--- src/rtl/chunked_adder.sv ---
// Multi-cycle adder: sums WIDTH-bit operands CHUNK bits per cycle behind a valid/ready handshake.
// Optional signed-overflow output enabled by defining CHUNKED_ADDER_OVF_EN.
module chunked_adder #(
    parameter int WIDTH = 8,
    parameter int CHUNK = 2
) (
    input  logic             clk,
    input  logic             rst_n,
    input  logic             in_valid,
    output logic             in_ready,
    input  logic [WIDTH-1:0] a,
    input  logic [WIDTH-1:0] b,
    input  logic             cin,
    output logic             out_valid,
    input  logic             out_ready,
    output logic [WIDTH-1:0] sum,
`ifdef CHUNKED_ADDER_OVF_EN
    output logic             ovf,
`endif
    output logic             cout
);

    localparam int N  = WIDTH / CHUNK;
    localparam int KW = (N > 1) ? $clog2(N) : 1;

    typedef enum logic [1:0] {IDLE, RUN, DONE} state_t;

    state_t           state;
    logic [WIDTH-1:0] a_q, b_q;
    logic             carry;
    logic [KW-1:0]    k;
    logic [CHUNK:0]   chunk_sum;
    logic             last;

    always_comb begin
        chunk_sum = {1'b0, a_q[k*CHUNK +: CHUNK]} + {1'b0, b_q[k*CHUNK +: CHUNK]}
                  + {{CHUNK{1'b0}}, carry};
        last      = (k == KW'(N - 1));
    end

    always_ff @(posedge clk or negedge rst_n) begin
        if (!rst_n) begin
            state     <= IDLE;
            a_q       <= '0;
            b_q       <= '0;
            carry     <= 1'b0;
            k         <= '0;
            sum       <= '0;
            cout      <= 1'b0;
`ifdef CHUNKED_ADDER_OVF_EN
            ovf       <= 1'b0;
`endif
            in_ready  <= 1'b1;
            out_valid <= 1'b0;
        end else begin
            case (state)
                IDLE: begin
                    if (in_valid) begin
                        a_q      <= a;
                        b_q      <= b;
                        carry    <= cin;
                        k        <= '0;
                        in_ready <= 1'b0;
                        state    <= RUN;
                    end
                end
                RUN: begin
                    sum[k*CHUNK +: CHUNK] <= chunk_sum[CHUNK-1:0];
                    carry                 <= chunk_sum[CHUNK];
                    k                     <= k + KW'(1);
                    if (last) begin
                        cout      <= chunk_sum[CHUNK];
`ifdef CHUNKED_ADDER_OVF_EN
                        // carry into MSB recovered as a^b^sum at the MSB
                        ovf       <= a_q[WIDTH-1] ^ b_q[WIDTH-1] ^ chunk_sum[CHUNK-1]
                                   ^ chunk_sum[CHUNK];
`endif
                        out_valid <= 1'b1;
                        state     <= DONE;
                    end
                end
                DONE: begin
                    if (out_ready) begin
                        out_valid <= 1'b0;
                        in_ready  <= 1'b1;
                        state     <= IDLE;
                    end
                end
                default: state <= IDLE;
            endcase
        end
    end

endmodule

--- config.mk ---
export PLATFORM = sky130hd
export DESIGN_NAME = chunked_adder
export DESIGN_NICKNAME = d
export VERILOG_FILES = /design/src/rtl/chunked_adder.sv
export SDC_FILE = /design/constraint.sdc
export NUM_CORES = 1
export LEC_CHECK = 0
export ABC_AREA = 1
export ABC_CLOCK_PERIOD_IN_PS = 2100
export CAP_MARGIN = 20
export CORE_AREA = 2 2 61 69
export DETAILED_ROUTE_END_ITERATION = 7
export DIE_AREA = 0 0 63 71
export PLACE_DENSITY_LB_ADDON = 0.08
export SLEW_MARGIN = 20
export SYNTH_ARGS = -nofsm -noshare
export SYNTH_HDL_FRONTEND = slang
export SYNTH_SLANG_ARGS = --single-unit
--- constraint.sdc ---
create_clock -name clk -period 2.1 [get_ports clk]
set_input_delay 0.21 -clock clk [delete_from_list [all_inputs] [get_ports clk]]
set_output_delay 0.21 -clock clk [all_outputs]
set_load 0.005 [all_outputs]
Word level (Yosys, flattened, before mapping)
Cells that the tools add are included.

Word-level logic and storage cells: 48. Input port bits: 21. Output and inout port bits: 11. Flip-flop bits (word level): 32.

Mux-type cells: 15. Shifts and indexed selects: 4. Add/sub/neg operators: 4. Eq/ne operators: 6. Reduce and logical (&&, ||, !) cells: 10.

Operators by type and width (count): $neg 3->34 (1); $shift 2x34->8 const A (1); $shiftx 2x34->8 (1); $shiftx 8x4->2 (2); $reduce_and 3->1 (3); $bwmux 8 (1); $mux 2 (4); $ne 2x2->1 const B (3); $pmux 1 s2 (3); $pmux 2 s3 (1); $reduce_and 2->1 (3); $reduce_bool 2->1 (3); $mux 1 (5); $eq 2x2->1 const B (2); $pmux 2 s2 (1); $add 2x2->3 (1); $add 3x1->3 (1); $add 2x1->2 const B (1); $eq 2x1->1 const B (1); $logic_not 2->1 (1).

Longest topological paths before layout
Gate-level depths: netlist (run 1).

Word-level depth: 5. Gate-level depth with buffers: 11. Mapped depth without buffers: 10.

Least setup slack after synthesis (run 1)
Ideal clock, no wire load.

Path kind: register to register. Start point: register k[0]. End point: register sum[1]. Path slack: -0.055 ns. Cell stages (with the launch flop): 11. Path buffers: 1. Period minus slack after synthesis: 2.155 ns. Data required time: 2.035 ns. Library setup time: 0.065 ns. Arrival time: 2.090 ns. Path through: dfrtp_1 inv_1 buf_2 o211ai_1 nand2_1 fa_1 fa_1 nand2_1 nor3_1 nand2_1 nand2_1.

Longest elaborated chain between the ends: 5. Elaborated cells between the ends (all ways): 8. Classes of those cells: 3 x add/sub; 4 x shift; 1 x mux.

RTL lines: start: declaration (line 31) `logic [KW-1:0] k;`; start signal: assignment (line 70) `k <= k + KW'(1);`; $shiftx 8x4->2 (line 36) `chunk_sum = {1'b0, a_q[k*CHUNK +: CHUNK]} + {1'b0, b_q[k*CHUNK +: CHUNK]}`; $add 2x2->3 (line 36); $add 3x1->3 (line 37) `+ {{CHUNK{1'b0}}, carry};`; $shiftx 2x34->8 (line 68) `sum[k*CHUNK +: CHUNK] <= chunk_sum[CHUNK-1:0];`; $bwmux 8 (*) (line 68); end signal: indexed assignment (line 68); end: declaration (line 16) `output logic [WIDTH-1:0] sum,`.

Every way passes the cells marked *; elsewhere a longest branch is shown, timed or not. A chain may end at the register's enable or synchronous reset.

Final worst setup path (run 1)
Ends and elaborated chain as after synthesis.

==> flow_summary.ini, run 1 <==
[outcome]
status = complete, no violations

[sta]
tns_ns = 0
relSlewSlack = 0.729
timing.hold.ws_ns = 0.331
final-setup-viol-count = 0
fin_skew_ns = 0.00442
setup_ws_ns = 0.0487
maxSlewViolCount = 0
fmax_mhz = 487
min_period_ns = 2.05
period_share = 0.977
worst_pin_slew_ns = 0.407
rsz0062_at_grt = true
hold_violations = 0

[grt]
grt_pass1_wl_um = 5650
grt_pass1_vias = 1338
grt.overflow.total = 0
grt_usage = 0.159
antenna_found_initial = 0
grt_max_degree = 33

[die]
num_rows = 24
start_util = 0.426
die-area_mm2 = 0.00447
core-area_mm2 = 0.00381
die_x_um = 63
ios = 32
die_h_um = 71

[synth]
yosys.area_share.simple = 0.317
syn-instance-count = 196
synth_cell_types = 21
synth_top_family_by_area = simple AND/OR/NAND/NOR gates
synth_fa_ha_area_frac = 0.0709
synth-compound-area-share = 0.0540
synthXorXnorAreaFrac = 0
syn_area_mm2 = 0.00162
synth-seq-cells = 32
synthMuxAreaShare = 0
syn_nets = 225
yosys_warnings = 0
avgSynthCellArea_um2 = 8.28
ys_seq_area_frac = 0.494

[finish]
fin_area_mm2 = 0.00214
n_fill_cell = 367
mostFrequentLayoutCell = nand2_1
drive_above_1_share = 0.145
syn_to_final_growth_pct = 32.1
final_util = 0.562
antenna_cells = 0
finalNetCount = 269
final_cell_mix = nand2_1 (83), dfrtp_1 (31), clkdlybuf4s50_1 (31)

[clock_network]
root_buffer = clkbuf_8
ctsHoldBuffers = 0
cts_tree = built
clkLatencyLatePin_ns = 0.28
htree_levels = 2
cts.sinks = 32
cts.clk_slew.worst_paths_ns = 0.06
clock_path_buffers = 2
numCtsBuffers = 5

[hold_path]
min_path_type = input pin to async pin

[power]
power.density_mw_per_mm2 = 1500
pwr-share-comb = 0.507
leakage_nw = 1.10
p_sw_mw = 1.29
internal_power_mw = 1.93
p_seq_frac = 0.334
switching_share = 0.402
irDropWorstVdd_uv = 658
pwr-share-clk = 0.159

[placement]
portBuffers = 31
placed_area_mm2 = 0.00202
post-place-ws_ns = -0.0333
hpwlAfterDp_um = 2450
gp_congestion = 0.813

[detailed_routing]
finalWirelength_um = 3200
drcViolationCount = 0
first_pass_iters = 4
avgRoutedWirePerCell_um = 10.9
drtAntennaViolNets = 0
vias_per_cell = 4.58
drt_iter0_drc = 64
dr_total_vias = 1342

[setup_path]
crit_path_end_kind = flip-flop
cp_common_cell = nand2_1
cp_slowest_cell = fa_1
worst_ep_arrival_time_ns = 2.27
crit_type = flip-flop to flip-flop
cp_max_fo = 7
start_kind = flip-flop
required_ns = 2.32
cpPeakStageDelay_ns = 0.53
path_cells = inv_2 -> nand2_1 -> o211ai_1 -> nand2_1 -> fa_2 -> fa_1 -> nand2_1 -> nor3_1 -> nand2_1 -> nand2_1

[job]
drv_cap = 0
final timing paths:
path | startpoint | end | slack, ns | cells past startpoint
setup / recovery | k[0]$_DFFE_PN0P_ | sum[1]$_DFFE_PN0P_ | 0.05 | 10
hold / removal | rst_n | state[1]$_DFFE_PN0P_ | 0.33 | 2
setup reg to reg | k[0]$_DFFE_PN0P_ | sum[1]$_DFFE_PN0P_ | 0.05 | 10
hold reg to reg | in_ready$_DFFE_PN1P_ | in_ready$_DFFE_PN1P_ | 0.47 | 2
max in group asynchronous | rst_n | in_ready$_DFFE_PN1P_ | 1.45 | 2
min in group clk | b[3] | b_q[3]$_DFFE_PN0P_ | 0.46 | 3
layout make-up:
class / instances / area [um2] / share of cell area
flip-flops and latches: 32 / 802 / 0.374
inverters: 17 / 66.3 / 0.0309
repair buffers: 41 / 385 / 0.180
clock buffers: 8 / 100 / 0.0467
multi-input cells: 143 / 724 / 0.338
well taps: 52 / 65.1 / 0.0304
power by group through the flow:
stage	clock network (mW)	logic (mW)	registers, mW
after global routing	0.569	1.86	1.12
after floorplan	0	1.11	1.07
final	0.512	1.63	1.08
after detailed placement	0	1.62	1.09
after CTS	0.522	1.65	1.08
after global placement	0	1.57	1.09
per-stage QoR:
step / power, mW / cells
4_1_cts: 3.26 / 293
3_3_place_gp: 2.67 / 283
5_1_grt: 3.54 / 293
2_1_floorplan: 2.18 / 196
6_report: 3.22 / 293
3_5_place_dp: 2.71 / 283
cells by family after synthesis:
kind of cell / count (synthesis)
buffers and inverters: 21
AND/OR/NAND/NOR: 120
AO/OA/AOI/OAI: 15
flip-flops: 32
adder cells (fa/ha/maj): 8
flip-flops by register name, indices dropped and copies added, names as in the netlist:
register / cells
out_valid: 1
a_q: 8
b_q: 8
k: 2
state: 2
sum: 8
in_ready: 1
carry: 1
cout: 1
routing by layer:
metal | GRT usage | vias to the layer above | share of wire
li1 | - | 699 | -
met1 | 0.179 | 611 | 0.42
met2 | 0.291 | 28 | 0.52
met3 | 0.0445 | 4 | 0.048
met4 | 0.0519 | 0 | 0.012
met5 | 0 | - | 0
repair_timing:
| item | CTS | global route |
|---|---|---|
| endpoints found under the setup margin | 3 | 4 |
| pin swaps | 0 | 2 |
| gates resized for setup | 1 | 3 |
| buffers inserted | 2 | 0 |
worst max-delay path: cells and delay by family (launching register included):
family / cells / cell delay (ns)
adders and majority gates: 2 / 0.90
DFF: 1 / 0.42
AOI/OAI and AO/OA: 1 / 0.08
buffers and inverters: 1 / 0.13
and+or+nand+nor: 6 / 0.45
cells in the mapped netlist (all sizes together):
| cell type | instances | area share |
|---|---|---|
| buf | 4 | 0.023 |
| clkinv | 1 | 0.0023 |
| dfrtp | 31 | 0.48 |
| dfstp | 1 | 0.016 |
| fa | 2 | 0.025 |
| ha | 6 | 0.046 |
| inv | 16 | 0.039 |
| nand2 | 94 | 0.24 |
| nand3 | 9 | 0.028 |
| nand4 | 1 | 0.0039 |
| nor2 | 14 | 0.042 |
| nor3 | 2 | 0.0062 |
| o211ai | 4 | 0.019 |
| o21ai | 10 | 0.031 |
| o31ai | 1 | 0.0046 |
(Power assumes the default switching activity.)
==> run 2, diff against run 1 <==
CORE_AREA = 4 4 63 71   (was 2 2 61 69)
DIE_AREA = 0 0 67 75   (was 0 0 63 71)
==> run 2 against run 1 <==
Clock power fell by 15%. Critical path depth did not move. Setup slack improved by 0.023 ns. Combinational power barely moved. Design area fell by 0.82%. Register-to-register slack improved by 0.02 ns. Die area rose by 12%. Sequential power barely moved. Non-clock buffer count did not move. Clock skew rose by 0.0012 ns. Flip-flop and latch count did not move. Hold slack improved by 0.0013 ns.
==> flow_summary.ini, run 2 (synthesis results as in run 1) <==
[clock_network]
cts_tree = built
cts.clk_slew.worst_paths_ns = 0.06
clock_path_buffers = 2
root_buffer = clkbuf_8
htree_levels = 2
cts.sinks = 32
numCtsBuffers = 5
clkLatencyLatePin_ns = 0.28

[finish]
final_cell_mix = nand2_1 (82), dfrtp_1 (31), clkdlybuf4s50_1 (31)
drive_above_1_share = 0.141
antenna_cells = 0
top_regs = a_q: 8 flops, b_q: 8 flops, sum: 8 flops
n_fill_cell = 370
syn_to_final_growth_pct = 31.0
mostFrequentLayoutCell = nand2_1
finalNetCount = 269
fin_area_mm2 = 0.00213

[die]
core-area_mm2 = 0.00381
start_util = 0.426
die_x_um = 67
num_rows = 24
die-area_mm2 = 0.00503
ios = 32
die_h_um = 75

[detailed_routing]
dr_total_vias = 1354
vias_per_cell = 4.62
drcViolationCount = 0
drt_iter0_drc = 44
first_pass_iters = 5
avgRoutedWirePerCell_um = 11.2
finalWirelength_um = 3290
drtAntennaViolNets = 0

[placement]
gp_congestion = 0.873
portBuffers = 31
post-place-ws_ns = -0.0407
hpwlAfterDp_um = 2550
placed_area_mm2 = 0.00202

[setup_path]
crit_path_end_kind = flip-flop
cp_max_fo = 8
start_kind = flip-flop
required_ns = 2.32
crit_type = flip-flop to flip-flop
worst_ep_arrival_time_ns = 2.25

[sta]
fmax_mhz = 493
setup_ws_ns = 0.0720
maxSlewViolCount = 0
hold_violations = 0
min_period_ns = 2.03
period_share = 0.966
final-setup-viol-count = 0
worst_pin_slew_ns = 0.399
relSlewSlack = 0.734
rsz0062_at_grt = true
fin_skew_ns = 0.00562
timing.hold.ws_ns = 0.332
tns_ns = 0

[grt]
grt.overflow.total = 0
grt_pass1_wl_um = 5660
grt_usage = 0.152
grt_max_degree = 33
antenna_found_initial = 0
grt_pass1_vias = 1339

[power]
power.density_mw_per_mm2 = 1490
pwr-share-comb = 0.519
p_sw_mw = 1.29
p_seq_frac = 0.342
switching_share = 0.410
leakage_nw = 1.09
internal_power_mw = 1.87
pwr-share-clk = 0.138
irDropWorstVdd_uv = 655

[hold_path]
min_path_type = input pin to async pin

[outcome]
status = complete, no violations

[job]
drv_cap = 0
[run 2: layer usage]
metal  vias up  global-route usage  routed length, um
li1        692                   -                  -
met5         -                   0                  0
met2        26               0.278               1720
met3         5              0.0522                172
met4         0              0.0541                 51
met1       631               0.161               1350
[run 2: path summary, 6_finish.rpt]
path	startpoint	to	slack [ns]	cells past startpoint
max in group asynchronous	rst_n	in_ready$_DFFE_PN1P_	1.45	2
worst max register to register	k[0]$_DFFE_PN0P_	sum[1]$_DFFE_PN0P_	0.07	10
worst min-delay path	rst_n	sum[2]$_DFFE_PN0P_	0.33	2
min in group clk	a[7]	a_q[7]$_DFFE_PN0P_	0.46	3
worst min register to register	in_ready$_DFFE_PN1P_	in_ready$_DFFE_PN1P_	0.47	2
worst max-delay path	k[0]$_DFFE_PN0P_	sum[1]$_DFFE_PN0P_	0.07	10
[run 2: metrics by stage]
step	utilization	total power [mW]	instances
finish	0.557	3.16	293
floorplan	-	2.18	196
global route	0.557	3.51	293
CTS	0.555	3.19	293
global placement	0.531	2.67	283
detailed placement	0.531	2.70	283
[run 2: area by class of cell]
cell class | instances | area, um2 | share of cell area
timing repair buffer | 41 | 385 | 0.181
tap | 52 | 65.1 | 0.0306
clock buffer | 8 | 80.1 | 0.0377
multi-input combinational | 143 | 727 | 0.342
inverter | 17 | 66.3 | 0.0312
sequential | 32 | 802 | 0.377
[run 2: power groups by stage]
stage | registers [mW] | clock network (mW) | logic [mW]
final | 1.08 | 0.437 | 1.64
after global placement | 1.09 | 0 | 1.57
after global routing | 1.12 | 0.482 | 1.91
after floorplan | 1.07 | 0 | 1.11
after detailed placement | 1.09 | 0 | 1.61
after CTS | 1.09 | 0.454 | 1.65
[run 2: critical path, stage by stage, from the launching register on]
cell,delay (ns)
dfrtp_1,0.42
inv_2,0.14
nand2_2,0.05
o211ai_1,0.08
nand2_1,0.10
fa_2,0.37
fa_1,0.53
nand2_1,0.07
nor3_2,0.10
nand2_1,0.06
nand2_1,0.05
[run 2: timing repair]
action                                  4_1_cts  5_1_grt
resized for setup                             1        3
pin swaps                                     0        4
hold buffers                                  0        0
endpoints found under the setup margin        3        4
cloned                                        0        0
setup buffers                                 2        0
==> run 3, diff against run 2 <==
CTS_BUF_LIST = sky130_fd_sc_hd__clkbuf_16   (was not set)
PLACE_DENSITY = 0.69   (was not set)
PLACE_DENSITY_LB_ADDON = not set   (was 0.08)
==> run 3 against run 2 <==
Hold slack lost 0.0091 ns. Count of clock-buffer cells in the layout shrank 3. Register-to-register slack lost 0.05 ns. Routed wire length grew 0.76%. Via count shrank 0.44%. Maximum frequency shrank 2.6%. Core utilization grew 2.7 points. First-iteration DRC count shrank 18%.
==> flow_summary.ini, run 3 (synthesis results as in run 1) <==
[hold_path]
min_path_type = input pin to async pin

[sta]
maxSlewViolCount = 0
min_period_ns = 2.08
worst_pin_slew_ns = 0.399
fmax_mhz = 480
rsz0062_at_grt = true
period_share = 0.992
final-setup-viol-count = 0
relSlewSlack = 0.734
hold_violations = 0
fin_skew_ns = 0.00584
timing.hold.ws_ns = 0.323

[finish]
fin_area_mm2 = 0.00223
final_cell_mix = nand2_1 (82), clkdlybuf4s50_1 (31), dfrtp_1 (30)
multiInputGateArea_um2 = 732
drive_above_1_share = 0.165
seq_area_um2 = 803
n_fill_cell = 350
finalNetCount = 270
syn_to_final_growth_pct = 37.4
antenna_cells = 0
top_regs = a_q: 8 flops, b_q: 8 flops, sum: 8 flops
mostFrequentLayoutCell = nand2_1

[clock_network]
clock_path_buffers = 2
root_buffer = clkbuf_16
cts.sinks = 32
cts_tree = built
cts.clk_slew.worst_paths_ns = 0.05
clkLatencyLatePin_ns = 0.27
numCtsBuffers = 5
htree_levels = 2

[placement]
placed_area_mm2 = 0.00202
gp_congestion = 0.830
hpwlAfterDp_um = 2430
portBuffers = 31

[grt]
grt_max_degree = 33
antenna_found_initial = 0
grt_pass1_wl_um = 5650
grt.overflow.total = 0
grt_usage = 0.150
grt_pass1_vias = 1417

[setup_path]
worst_ep_arrival_time_ns = 2.29
cp_max_fo = 8
start_kind = flip-flop
crit_path_end_kind = flip-flop
crit_type = flip-flop to flip-flop
required_ns = 2.31

[detailed_routing]
drt_iter0_drc = 36
dr_total_vias = 1348
vias_per_cell = 4.59
first_pass_iters = 4
drcViolationCount = 0
avgRoutedWirePerCell_um = 11.3
drtAntennaViolNets = 0
finalWirelength_um = 3320

[power]
leakage_nw = 1.14
power.density_mw_per_mm2 = 1600
p_total_mw = 3.57
irDropWorstVdd_uv = 655

[job]
drv_cap = 0

[die]
die-area_mm2 = 0.00503
start_util = 0.426
die_h_um = 75
num_rows = 24
ios = 32
die_x_um = 67
core-area_mm2 = 0.00381

[outcome]
status = complete, no violations
[run 3: final timing paths]
check | slack (ns) | endpoint | cells past startpoint | startpoint
worst max-delay path | 0.02 | sum[1]$_DFFE_PN0P_ | 10 | k[0]$_DFFE_PN0P_
worst min-delay path | 0.32 | out_valid$_DFFE_PN0P_ | 2 | rst_n
worst max register to register | 0.02 | sum[1]$_DFFE_PN0P_ | 10 | k[0]$_DFFE_PN0P_
worst min register to register | 0.47 | in_ready$_DFFE_PN1P_ | 2 | in_ready$_DFFE_PN1P_
max in group asynchronous | 1.46 | in_ready$_DFFE_PN1P_ | 2 | rst_n
min in group clk | 0.47 | in_ready$_DFFE_PN1P_ | 2 | in_ready$_DFFE_PN1P_
[run 3: repair_timing]
action                                  CTS  global route
hold buffers                              0             0
endpoints found under the setup margin    2             4
resized for setup                         2             4
setup buffers                             3             1
pin swaps                                 1             7
[run 3: area by class of cell]
type / count / share of cell area
Clock buffer: 5 / 0.0561
Tap cell: 52 / 0.0292
Multi-Input combinational cell: 143 / 0.328
Sequential cell: 32 / 0.360
Clock inverter: 3 / 0.0191
Inverter: 17 / 0.0309
Timing Repair Buffer: 42 / 0.176
[run 3: per-stage QoR]
step           TNS (ns)  utilization  std cells  setup slack (ns)
2_1_floorplan   -0.0117            -        196           -0.0117
3_3_place_gp          0        0.529        282            0.0552
3_5_place_dp    -0.0756        0.529        282           -0.0437
4_1_cts               0        0.579        293            0.0180
5_1_grt          -0.417        0.585        294            -0.129
6_report              0        0.585        294            0.0172
[run 3: layer usage]
layer  vias to the layer above  global-route usage  share of wire
met5                         -                   0              0
met3                         9              0.0418          0.067
met1                       596               0.150           0.41
met2                        45               0.281           0.49
met4                         0              0.0743          0.029
li1                        698                   -              -
[run 3: worst max-delay path: stages, from the launching register on]
cell and delay (ns):
dfrtp_2 0.44, inv_4 0.10, nand2_2 0.06, o211ai_1 0.08, nand2_1 0.10, fa_2 0.38
fa_1 0.56, nand2_1 0.07, nor3_2 0.10, nand2_1 0.07, nand2_1 0.06
[run 3: power breakdown]
group | internal (mW) | total [mW] | leakage, nW | switching (mW)
Clock | 0.556 | 0.807 | 0.0798 | 0.251
Sequential | 0.899 | 1.08 | 0.403 | 0.184
Combinational | 0.754 | 1.68 | 0.654 | 0.928
